`src/rtl/gpu_pkg.sv`:
```
// gpu_pkg: shared cluster window size and scheduler FSM encoding.
package gpu_pkg;
  localparam int CLUSTER_ADDR_SIZE = 4192;
  typedef enum logic [1:0] {IDLE, DECODE, ISSUE} sched_state_e;
endpackage

```
`src/rtl/gpu_write_scheduler_if.sv`:
```
// gpu_write_scheduler_if: write ingress from axil_controller and strobe egress to the cluster array.
interface gpu_write_scheduler_if #(
  parameter int ADDR_WIDTH       = 24,
  parameter int DATA_WIDTH       = 32,
  parameter int CLUSTER_COUNT    = 5,
  parameter int LOCAL_ADDR_WIDTH = 16,
  parameter int CDATA_WIDTH      = 16,
  parameter int FIFO_DEPTH       = 16
);
  logic [ADDR_WIDTH-1:0]          in_waddr;
  logic [DATA_WIDTH-1:0]          in_wdata;
  logic                           in_wen;
  logic                           in_ready;
  logic                           defer;
  logic                           vblank;
  logic [LOCAL_ADDR_WIDTH-1:0]    cluster_waddr;
  logic [CDATA_WIDTH-1:0]         cluster_wdata;
  logic [CLUSTER_COUNT-1:0]       cluster_wen;
  logic [$clog2(FIFO_DEPTH):0]    pending;
  logic                           overflow;
  logic [7:0]                     err_count;
  modport master (
    output in_waddr, in_wdata, in_wen, defer, vblank,
    input  in_ready, cluster_waddr, cluster_wdata, cluster_wen, pending, overflow, err_count
  );
  modport slave (
    input  in_waddr, in_wdata, in_wen, defer, vblank,
    output in_ready, cluster_waddr, cluster_wdata, cluster_wen, pending, overflow, err_count
  );
endinterface

```
`src/rtl/sync_fifo.sv`:
```
// sync_fifo: single-clock FIFO with registered occupancy count and first-word-fall-through head.
module sync_fifo #(
  parameter int WIDTH = 32,
  parameter int DEPTH = 16
) (
  input  logic                   clk,
  input  logic                   rst,
  input  logic                   push,
  input  logic                   pop,
  input  logic [WIDTH-1:0]       din,
  output logic [WIDTH-1:0]       dout,
  output logic                   full,
  output logic                   empty,
  output logic [$clog2(DEPTH):0] count
);
  localparam int AW = $clog2(DEPTH);
  logic [WIDTH-1:0] mem_q [DEPTH];
  logic [AW-1:0]    wr_q, rd_q;
  logic [AW:0]      cnt_q;
  logic             do_push, do_pop;
  assign full    = cnt_q == (AW+1)'(DEPTH);
  assign empty   = cnt_q == '0;
  assign count   = cnt_q;
  assign dout    = mem_q[rd_q];
  assign do_push = push && !full;
  assign do_pop  = pop && !empty;
  always_ff @(posedge clk) begin
    if (do_push) mem_q[wr_q] <= din;
  end
  always_ff @(posedge clk) begin
    if (rst) begin
      wr_q  <= '0;
      rd_q  <= '0;
      cnt_q <= '0;
    end else begin
      if (do_push) wr_q <= wr_q + 1'b1;
      if (do_pop) rd_q <= rd_q + 1'b1;
      cnt_q <= cnt_q + (AW+1)'(do_push) - (AW+1)'(do_pop);
    end
  end
endmodule

```
`src/rtl/gpu_write_scheduler.sv`:
```
// gpu_write_scheduler: buffers writes, decodes cluster/offset by repeated subtraction, issues one-hot strobes.
module gpu_write_scheduler
  import gpu_pkg::*;
#(
  parameter int ADDR_WIDTH       = 24,
  parameter int DATA_WIDTH       = 32,
  parameter int CLUSTER_COUNT    = 5,
  parameter int LOCAL_ADDR_WIDTH = 16,
  parameter int CDATA_WIDTH      = 16,
  parameter int FIFO_DEPTH       = 16
) (
  input logic                  clk,
  input logic                  rst,
  gpu_write_scheduler_if.slave bus
);
  localparam int LW = LOCAL_ADDR_WIDTH;
  localparam int DW = CDATA_WIDTH;
  localparam int IW = (CLUSTER_COUNT > 1) ? $clog2(CLUSTER_COUNT) : 1;
  localparam logic [LW-1:0] WIN = LW'(CLUSTER_ADDR_SIZE);
  localparam logic [IW-1:0] LAST = IW'(CLUSTER_COUNT - 1);
  sched_state_e             state_q, state_d;
  logic [LW-1:0]            rem_q, rem_d, waddr_q, waddr_d, head_addr;
  logic [DW-1:0]            data_q, data_d, wdata_q, wdata_d, head_data;
  logic [IW-1:0]            idx_q, idx_d;
  logic [CLUSTER_COUNT-1:0] wen_q, wen_d;
  logic [7:0]               err_q, err_d;
  logic                     ovf_q, ovf_d;
  logic                     full, empty, push, pop, gate_open;
  logic                     unused_bits;
  assign unused_bits = ^{bus.in_waddr[ADDR_WIDTH-1:LW+2], bus.in_waddr[1:0], bus.in_wdata[DATA_WIDTH-1:DW]};
  assign push      = bus.in_wen && !full;
  assign gate_open = !bus.defer || bus.vblank;
  sync_fifo #(.WIDTH(LW + DW), .DEPTH(FIFO_DEPTH)) u_fifo (
    .clk   (clk),
    .rst   (rst),
    .push  (push),
    .pop   (pop),
    .din   ({bus.in_waddr[LW+1:2], bus.in_wdata[DW-1:0]}),
    .dout  ({head_addr, head_data}),
    .full  (full),
    .empty (empty),
    .count (bus.pending)
  );
  always_comb begin
    state_d = state_q;
    rem_d   = rem_q;
    data_d  = data_q;
    idx_d   = idx_q;
    wen_d   = '0;
    waddr_d = waddr_q;
    wdata_d = wdata_q;
    err_d   = err_q;
    pop     = 1'b0;
    ovf_d   = ovf_q || (bus.in_wen && full);
    case (state_q)
      IDLE: if (!empty && gate_open) begin
        pop     = 1'b1;
        rem_d   = head_addr;
        data_d  = head_data;
        idx_d   = '0;
        state_d = DECODE;
      end
      DECODE: if (rem_q < WIN) begin
        wen_d   = CLUSTER_COUNT'(1) << idx_q;
        waddr_d = rem_q;
        wdata_d = data_q;
        state_d = ISSUE;
      end else if (idx_q == LAST) begin
        err_d   = err_q + 8'(err_q != 8'hFF);
        state_d = IDLE;
      end else begin
        rem_d = rem_q - WIN;
        idx_d = idx_q + 1'b1;
      end
      default: state_d = IDLE;
    endcase
  end
  always_ff @(posedge clk) begin
    if (rst) begin
      state_q <= IDLE;
      rem_q   <= '0;
      data_q  <= '0;
      idx_q   <= '0;
      wen_q   <= '0;
      waddr_q <= '0;
      wdata_q <= '0;
      err_q   <= '0;
      ovf_q   <= 1'b0;
    end else begin
      state_q <= state_d;
      rem_q   <= rem_d;
      data_q  <= data_d;
      idx_q   <= idx_d;
      wen_q   <= wen_d;
      waddr_q <= waddr_d;
      wdata_q <= wdata_d;
      err_q   <= err_d;
      ovf_q   <= ovf_d;
    end
  end
  assign bus.in_ready      = !full;
  assign bus.cluster_wen   = wen_q;
  assign bus.cluster_waddr = waddr_q;
  assign bus.cluster_wdata = wdata_q;
  assign bus.err_count     = err_q;
  assign bus.overflow      = ovf_q;
endmodule
```
`src/flat_wrapper.sv`:
```
// flat-port wrapper written by rule: the top's interface ports become plain ports
module gpu_write_scheduler_flat import gpu_pkg::*;
#(
  parameter int ADDR_WIDTH       = 24,
  parameter int DATA_WIDTH       = 32,
  parameter int CLUSTER_COUNT    = 5,
  parameter int LOCAL_ADDR_WIDTH = 16,
  parameter int CDATA_WIDTH      = 16,
  parameter int FIFO_DEPTH       = 16
)
  (clk, rst, bus_in_waddr, bus_in_wdata, bus_in_wen, bus_defer, bus_vblank, bus_in_ready, bus_cluster_waddr, bus_cluster_wdata, bus_cluster_wen, bus_pending, bus_overflow, bus_err_count);
  gpu_write_scheduler_if #(.ADDR_WIDTH(ADDR_WIDTH), .DATA_WIDTH(DATA_WIDTH), .CLUSTER_COUNT(CLUSTER_COUNT), .LOCAL_ADDR_WIDTH(LOCAL_ADDR_WIDTH), .CDATA_WIDTH(CDATA_WIDTH), .FIFO_DEPTH(FIFO_DEPTH)) bus_i ();
  input logic clk;
  input logic rst;
  input wire logic [$bits(bus_i.in_waddr)-1:0] bus_in_waddr;
  input wire logic [$bits(bus_i.in_wdata)-1:0] bus_in_wdata;
  input wire logic [$bits(bus_i.in_wen)-1:0] bus_in_wen;
  input wire logic [$bits(bus_i.defer)-1:0] bus_defer;
  input wire logic [$bits(bus_i.vblank)-1:0] bus_vblank;
  output wire logic [$bits(bus_i.in_ready)-1:0] bus_in_ready;
  output wire logic [$bits(bus_i.cluster_waddr)-1:0] bus_cluster_waddr;
  output wire logic [$bits(bus_i.cluster_wdata)-1:0] bus_cluster_wdata;
  output wire logic [$bits(bus_i.cluster_wen)-1:0] bus_cluster_wen;
  output wire logic [$bits(bus_i.pending)-1:0] bus_pending;
  output wire logic [$bits(bus_i.overflow)-1:0] bus_overflow;
  output wire logic [$bits(bus_i.err_count)-1:0] bus_err_count;
  assign bus_i.in_waddr = bus_in_waddr;
  assign bus_i.in_wdata = bus_in_wdata;
  assign bus_i.in_wen = bus_in_wen;
  assign bus_i.defer = bus_defer;
  assign bus_i.vblank = bus_vblank;
  assign bus_in_ready = bus_i.in_ready;
  assign bus_cluster_waddr = bus_i.cluster_waddr;
  assign bus_cluster_wdata = bus_i.cluster_wdata;
  assign bus_cluster_wen = bus_i.cluster_wen;
  assign bus_pending = bus_i.pending;
  assign bus_overflow = bus_i.overflow;
  assign bus_err_count = bus_i.err_count;
  gpu_write_scheduler #(.ADDR_WIDTH(ADDR_WIDTH), .DATA_WIDTH(DATA_WIDTH), .CLUSTER_COUNT(CLUSTER_COUNT), .LOCAL_ADDR_WIDTH(LOCAL_ADDR_WIDTH), .CDATA_WIDTH(CDATA_WIDTH), .FIFO_DEPTH(FIFO_DEPTH)) u_core (.clk(clk), .rst(rst), .bus(bus_i));
endmodule
```
`config.mk`:
```
export PLATFORM = sky130hd
export DESIGN_NAME = gpu_write_scheduler_flat
export DESIGN_NICKNAME = d
export VERILOG_FILES = /design/src/rtl/gpu_pkg.sv /design/src/rtl/gpu_write_scheduler_if.sv /design/src/rtl/sync_fifo.sv /design/src/rtl/gpu_write_scheduler.sv /design/src/flat_wrapper.sv
export SDC_FILE = /design/constraint.sdc
export NUM_CORES = 1
export LEC_CHECK = 0
export BUFFER_PORTS_ARGS = -buffer_cell sky130_fd_sc_hd__buf_2
export CAP_MARGIN = 20
export CORE_MARGIN = 5
export CORE_UTILIZATION = 50
export CTS_CLUSTER_DIAMETER = 40
export CTS_CLUSTER_SIZE = 40
export DETAILED_ROUTE_END_ITERATION = 16
export GPL_ROUTABILITY_DRIVEN = 0
export PLACE_DENSITY = 0.72
export SYNTH_ARGS = -nofsm -noshare
export SYNTH_HDL_FRONTEND = slang
export SYNTH_SLANG_ARGS = --single-unit
```
`constraint.sdc`:
```
create_clock -name clk -period 5.43 [get_ports clk]
set_input_delay 0.543 -clock clk [delete_from_list [all_inputs] [get_ports clk]]
set_output_delay 0.543 -clock clk [all_outputs]
set_load 0.1 [all_outputs]
```
==> results of run 1 <==
## metal layers
layer / routed length (µm) / GRT usage / vias to the layer above
met5: 34 / 0 / -
met4: 911 / 0.0528 / 4
met3: 4100 / 0.0452 / 74
met2: 24300 / 0.312 / 464
met1: 20900 / 0.287 / 6108
li1: - / - / 5268
## power by group through the flow
stage / combinational, mW / clock (mW) / sequential, mW
after floorplan: 1.91 / 0 / 5.86
after CTS: 2.68 / 5.09 / 5.66
after global routing: 2.89 / 5.31 / 5.70
final: 2.66 / 5.01 / 5.66
after global placement: 2.63 / 0 / 5.74
after detailed placement: 2.66 / 0 / 5.76
## flip-flops by register name, indices dropped and copies added, names as in the netlist, named ones only
signal                    cells
u_core.u_fifo.count           5
u_core.state_q                2
u_core.u_fifo.rd_q            4
u_core.bus.cluster_waddr     16
u_core.bus.cluster_wdata     16
u_core.u_fifo.mem_q         512
u_core.u_fifo.wr_q            4
u_core.bus.err_count          8
u_core.data_q                16
u_core.idx_q                  3
u_core.rem_q                 16
u_core.bus.overflow           1
u_core.bus.cluster_wen        5
## layout make-up
class                      instances  area [µm²]
fill                            3348       19200
sequential                       612       17400
multi-input combinational        557        5710
clock buffer                      79        1930
tap                              607         759
timing repair buffer             117         756
clock inverter                    48         602
inverter                          23        86.3
## logic make-up (layout without fill, tap and decap cells)
logic type,after synthesis,in the layout,share of synthesized area
flops,612,612,0.740
simple gates,229,229,0.0448
xor+xnor,16,16,0.00597
compound gates,123,123,0.0314
fa+ha+maj,17,17,0.00938
mux,172,172,0.149
buf+inv,91,267,0.0189
## worst register-to-register path: stages (launching register included)
cell and delay (ns):
dfxtp_1 0.35, inv_1 0.07, ha_1 0.21, nor4b_1 0.17, or4_4 0.63, inv_2 0.52, ha_1 0.34, inv_1 0.05
ha_1 0.15, inv_1 0.06, fa_1 0.43, inv_1 0.08, a21oi_1 0.06, nor2_1 0.11, or3_1 0.12, a21oi_1 0.06
## cells in the mapped netlist (6+ instances only)
| cell type | number | area share |
|---|---|---|
| a21oi_1 | 72 | 0.015 |
| mux4_2 | 142 | 0.14 |
| inv_1 | 20 | 0.0032 |
| xor2_1 | 6 | 0.0022 |
| nor2_1 | 41 | 0.0066 |
| xnor2_1 | 10 | 0.0037 |
| nor2b_1 | 7 | 0.0019 |
| dfxtp_1 | 100 | 0.085 |
| nand3_1 | 8 | 0.0017 |
| and2_1 | 11 | 0.0029 |
| clkbuf_1 | 31 | 0.0050 |
| a22oi_1 | 6 | 0.0019 |
| ha_1 | 16 | 0.0085 |
| nor3_1 | 6 | 0.0013 |
| nand2_1 | 119 | 0.019 |
| mux2i_1 | 29 | 0.012 |
| edfxtp_1 | 512 | 0.66 |
| o21ai_0 | 12 | 0.0026 |
| buf_2 | 24 | 0.0051 |
## path summary, 6_finish.rpt
kind                                      end  slack [ns]                   start  cells past startpoint
setup / recovery       u_core.u_fifo.count[4]        1.86  u_core.u_fifo.count[2]                     15
hold / removal            u_core.bus.overflow        0.23              bus_in_wen                      3
setup reg to reg       u_core.u_fifo.count[4]        1.86  u_core.u_fifo.count[2]                     15
hold reg to reg   u_core.bus.cluster_wdata[9]        0.45        u_core.data_q[9]                      2
==> out/results.txt, run 1 <==
Via count of the first global-routing pass: 11900
I/O Pins: 113
Total power: 13.3 mW
Yosys reg bits: 612
First-pass GRT wire length: 75700 µm
CP Buf/Inv Count: 5
Wire length per cell: 24.6 µm
Max-cap violations: 0
Largest net degree at the start of global routing: 95
Sequential Power Share: 0.424
Count of input and output buffers: 88
Syn-to-layout area delta: 16.1%
DRT Pass-1 Iters: 6
Avg Cell Area, Syn: 18.6 µm²
Cell Chain, Critical Path: inv_1 -> ha_1 -> nor4b_1 -> or4_4 -> inv_2 -> ha_1 -> inv_1 -> ha_1 -> inv_1 -> fa_1 -> inv_1 -> a21oi_1 -> nor2_1 -> or3_1 -> a21oi_1
Sw Share: 0.287
Slew Limit Fails: 0
Status: finished, final reports clean
Initial antenna violation count: 2
Post-DP HPWL: 27200 µm
Via Count: 11900
Fin crit period: 3.57 ns
Initial Util: 0.505
Most frequent cells in the layout: 512 x edfxtp_1, 142 x mux4_2, 119 x nand2_1
Die area: 0.0514 mm²
Measured slew at the worst slew-check pin: 1.09 ns
Final setup vio count: 0
Max_slew headroom: 0.272
N_diodes: 0
Height of the die: 227 µm
Worst-path clk slew: 0.06 ns
CTS Sinks: 612
DP Worst Slack: 1.83 ns
Max Fclk: 280 MHz
Die Width: 227 µm
Worst-Skew Late Latency: 0.60 ns
Post-CTS Hold Fix Bufs: 0
Int Power: 9.50 mW
CTS tree: done
Final Cycle Share: 0.658
Final hold slack: 0.227 ns
Main flop type after synthesis: edfxtp_1
RSZ-0062 raised after global routing: false
Grt ovf: 0
CORE AREA: 0.0465 mm²
Peak supply drop: 0.450 mV
Syn_nets: 1338
DR iter-0 viols: 1345
Max Root-Sink Buffers: 3
Clock power share: 0.376
Post-CTS setup buffer count: 0
Routed Antenna Nets: 0
Rows: 79
Drt total wl: 50300 µm
Share of post-route cells with drive strength above 1: 0.286
TritonCTS buffer count: 70
Worst EP required: 5.84 ns
Final layout net count: 1459
Post-Syn Area: 0.0235 mm²
Worst Path Max Fanout: 28
Final Hold Fails: 0
Delay-heaviest family, CP: adder cells
H-tree depth: 3
Asr flop ratio synth: 0
Final Non-Filler Cells: 2043
CTS Root Buffer Type: clkbuf_16
Most common cell after layout, fill and taps aside: edfxtp_1
WS Path Type: flip-flop to flip-flop
Pwr dens: 489 mW/mm²
Combinational share of power: 0.200
Placed insts: 1911
Post-Place Cell Area: 0.0246 mm²
Fin util: 0.586
Slowest Stage Delay on Critical Path: 0.63 ns
Synth Instances: 1260
DR DRC count: 0
Net switching power: 3.83 mW
Seq/Total Area, Yosys: 0.740
Max stage delay cell, worst path: or4_4
Synth unique cells: 57
Static Leak: 8.90 nW
Critical path data arrival time: 3.98 ns
Final TNS setup: 0 ns
Final std cell area, no fill: 0.0272 mm²
Post-synth EDFFs: 512
Worst setup SP type: flip-flop
GRT Total Usage: 0.199
Crit path capture type: flip-flop
HP Class: primary input to flip-flop
CP most frequent cell: inv_1
Setup WS post-layout: 1.86 ns
Post-CTS Resized: 0
Yosys warnings: 0
Routed vias/inst: 5.83
Clock Skew: 0.0377 ns
Note: power is estimated with default switching activity, not from simulation.
==> inputs of run 2 (changes only) <==
- PLACE_DENSITY: 0.72 -> 0.75
- clock period: 5.43 -> 2.99 ns (I/O delays scaled with it)
==> out/results.txt, run 2 (synthesis gave the netlist of run 1 again) <==
Max Root-Sink Buffers: 3 (unchanged)
Final Hold Fails: 0 (unchanged)
DR DRC count: 0 (unchanged)
Via Count: 12300 (+3.1%)
GRT Total Usage: 0.209 (+0.00994)
Pwr dens: 883 mW/mm² (+80%)
Net switching power: 7.13 mW (+86%)
Slew Limit Fails: 0 (unchanged)
Die area: 0.0514 mm² (unchanged)
Final setup vio count: 0 (unchanged)
Max-cap violations: 0 (unchanged)
Largest net degree at the start of global routing: 52 (-45%)
Worst EP required: 3.27 ns (-2.57 ns)
Reg2Reg Depth: 9 (-6)
Syn-to-layout area delta: 17.3%
Worst Setup SP: u_core.u_fifo.count[3]
Count of input and output buffers: 88 (unchanged)
Cell Chain, Critical Path: inv_2 -> ha_1 -> nor4bb_1 -> nor2b_1 -> inv_2 -> buf_4 -> nor3b_1 -> and2_2 -> buf_12
Share of post-route cells with drive strength above 1: 0.309 (+0.0225)
Status: finished, final reports clean
Post-DP HPWL: 30000 µm (+10%)
Max reg flops: 512 (unchanged)
Combinational share of power: 0.217 (+0.017)
CP endpoint: u_core.u_fifo.mem_q[9][16]
Routed Antenna Nets: 0 (unchanged)
HP Class: primary input to flip-flop
CORE AREA: 0.0465 mm² (unchanged)
Reg-to-reg startpoint: u_core.u_fifo.count[3]
Max Fclk: 372 MHz (+33%)
DRT Pass-1 Iters: 5 (-1)
Fin crit period: 2.69 ns (-0.884 ns)
I/O Pins: 113 (unchanged)
Peak supply drop: 0.915 mV (+100%)
Final TNS setup: 0 ns (unchanged)
R2r endpoint: u_core.u_fifo.mem_q[9][16]
Final Cycle Share: 0.900 (+0.241)
Worst-path clk slew: 0.06 ns (about the same)
TritonCTS buffer count: 74 (+5.7%)
Initial antenna violation count: 3 (+1)
Max_slew headroom: 0.482 (+0.211)
Biggest register: u_core.u_fifo.mem_q
First-pass GRT wire length: 79300 µm (+4.7%)
Worst-Skew Late Latency: 0.61 ns (about the same)
Int Power: 17.2 mW (+81%)
Clock Skew: 0.0267 ns (-0.0110 ns)
Post-CTS Hold Fix Bufs: 1 (+1)
Worst Path Max Fanout: 24 (-14%)
Die Width: 227 µm (unchanged)
Initial Util: 0.505 (unchanged)
Measured slew at the worst slew-check pin: 0.775 ns (-0.314 ns)
Fin util: 0.592 (+0.00625)
H-tree depth: 3 (unchanged)
CTS Sinks: 612 (unchanged)
Static Leak: 9.05 nW (+1.7%)
CTS tree: done
Rows: 79 (unchanged)
CTS Root Buffer Type: clkbuf_16
Worst setup SP type: flip-flop
Sequential Power Share: 0.415 (-0.009)
Final hold slack: 0.0729 ns (-0.154 ns)
Crit path capture type: flip-flop
Sw Share: 0.294 (+0.00634)
Post-CTS setup buffer count: 0 (unchanged)
Post-CTS Resized: 0 (unchanged)
Grt ovf: 0 (unchanged)
R2R Setup Slk: 0.30 ns (-1.56 ns)
Height of the die: 227 µm (unchanged)
DR iter-0 viols: 1123 (-17%)
Most common cell after layout, fill and taps aside: edfxtp_1
Max stage delay cell, worst path: and2_2
Most frequent cells in the layout: 512 x edfxtp_1, 142 x mux4_2, 119 x nand2_1
Slowest Stage Delay on Critical Path: 0.45 ns (-0.18 ns)
Wire length per cell: 25.2 µm (+2.4%)
Drt total wl: 52500 µm (+4.3%)
Critical path data arrival time: 2.97 ns (-1.01 ns)
RSZ-0062 raised after global routing: false
Final layout net count: 1493 (+2.3%)
Via count of the first global-routing pass: 12700 (+6.5%)
Clock power share: 0.368 (-0.008)
N_diodes: 0 (unchanged)
Routed vias/inst: 5.91 (+1.3%)
WS Path Type: flip-flop to flip-flop
CP most frequent cell: inv_2
-- run 2: cell type report --
cell class | count | area, µm²
clock inverters | 50 | 527
flip-flops and latches | 612 | 17400
repair buffers | 147 | 1010
inverters | 23 | 91.3
multi-input cells | 557 | 5750
clock buffers | 85 | 1990
well taps | 607 | 759
fillers | 3315 | 18900
-- run 2: critical path: cells and delay by family, from the launching register on --
kind / cells / cell delay (ns)
flip-flops: 1 / 0.36
adder cells (fa/ha/maj): 1 / 0.18
AND/OR/NAND/NOR: 4 / 1.25
buffers and inverters: 4 / 0.56
-- run 2: through the flow --
step	std cells	total power [mW]	setup slack (ns)	cell area, µm²
after global routing	2081	25.3	0.0930	27500
after floorplan	1260	14.2	0.000204	23600
after CTS	2081	24.5	0.341	27500
final	2081	24.3	0.300	27500
after global placement	1945	15.4	0.357	25000
after detailed placement	1945	15.5	0.366	25000
-- run 2: worst min path at each step --
| stage | startpoint | endpoint | cells past startpoint |
|---|---|---|---|
| after global routing | bus_in_waddr[12] | u_core.u_fifo.mem_q[15][26] | 1 |
| after detailed placement | u_core.bus.cluster_waddr[11] | u_core.bus.cluster_waddr[11] | 2 |
| after CTS | bus_in_waddr[12] | u_core.u_fifo.mem_q[15][26] | 1 |
| after global placement | u_core.data_q[8] | u_core.bus.cluster_wdata[8] | 2 |
| final | bus_in_waddr[7] | u_core.u_fifo.mem_q[13][21] | 1 |
| after floorplan | rst | u_core.state_q[1] | 1 |
-- run 2: power by group through the flow --
stage	Sequential, mW	Clock [mW]	Combinational [mW]
3_5_place_dp	10.3	0	5.25
6_report	10.1	8.94	5.26
3_3_place_gp	10.2	0	5.17
5_1_grt	10.1	9.49	5.69
4_1_cts	10.1	9.09	5.31
2_1_floorplan	10.6	0	3.52
-- run 2: routing by layer --
layer | share of wire | vias to the layer above | GRT usage
met5 | 0.00065 | - | 0
met1 | 0.40 | 6378 | 0.279
met4 | 0.023 | 6 | 0.0658
met3 | 0.072 | 86 | 0.0474
met2 | 0.50 | 483 | 0.346
li1 | - | 5339 | -
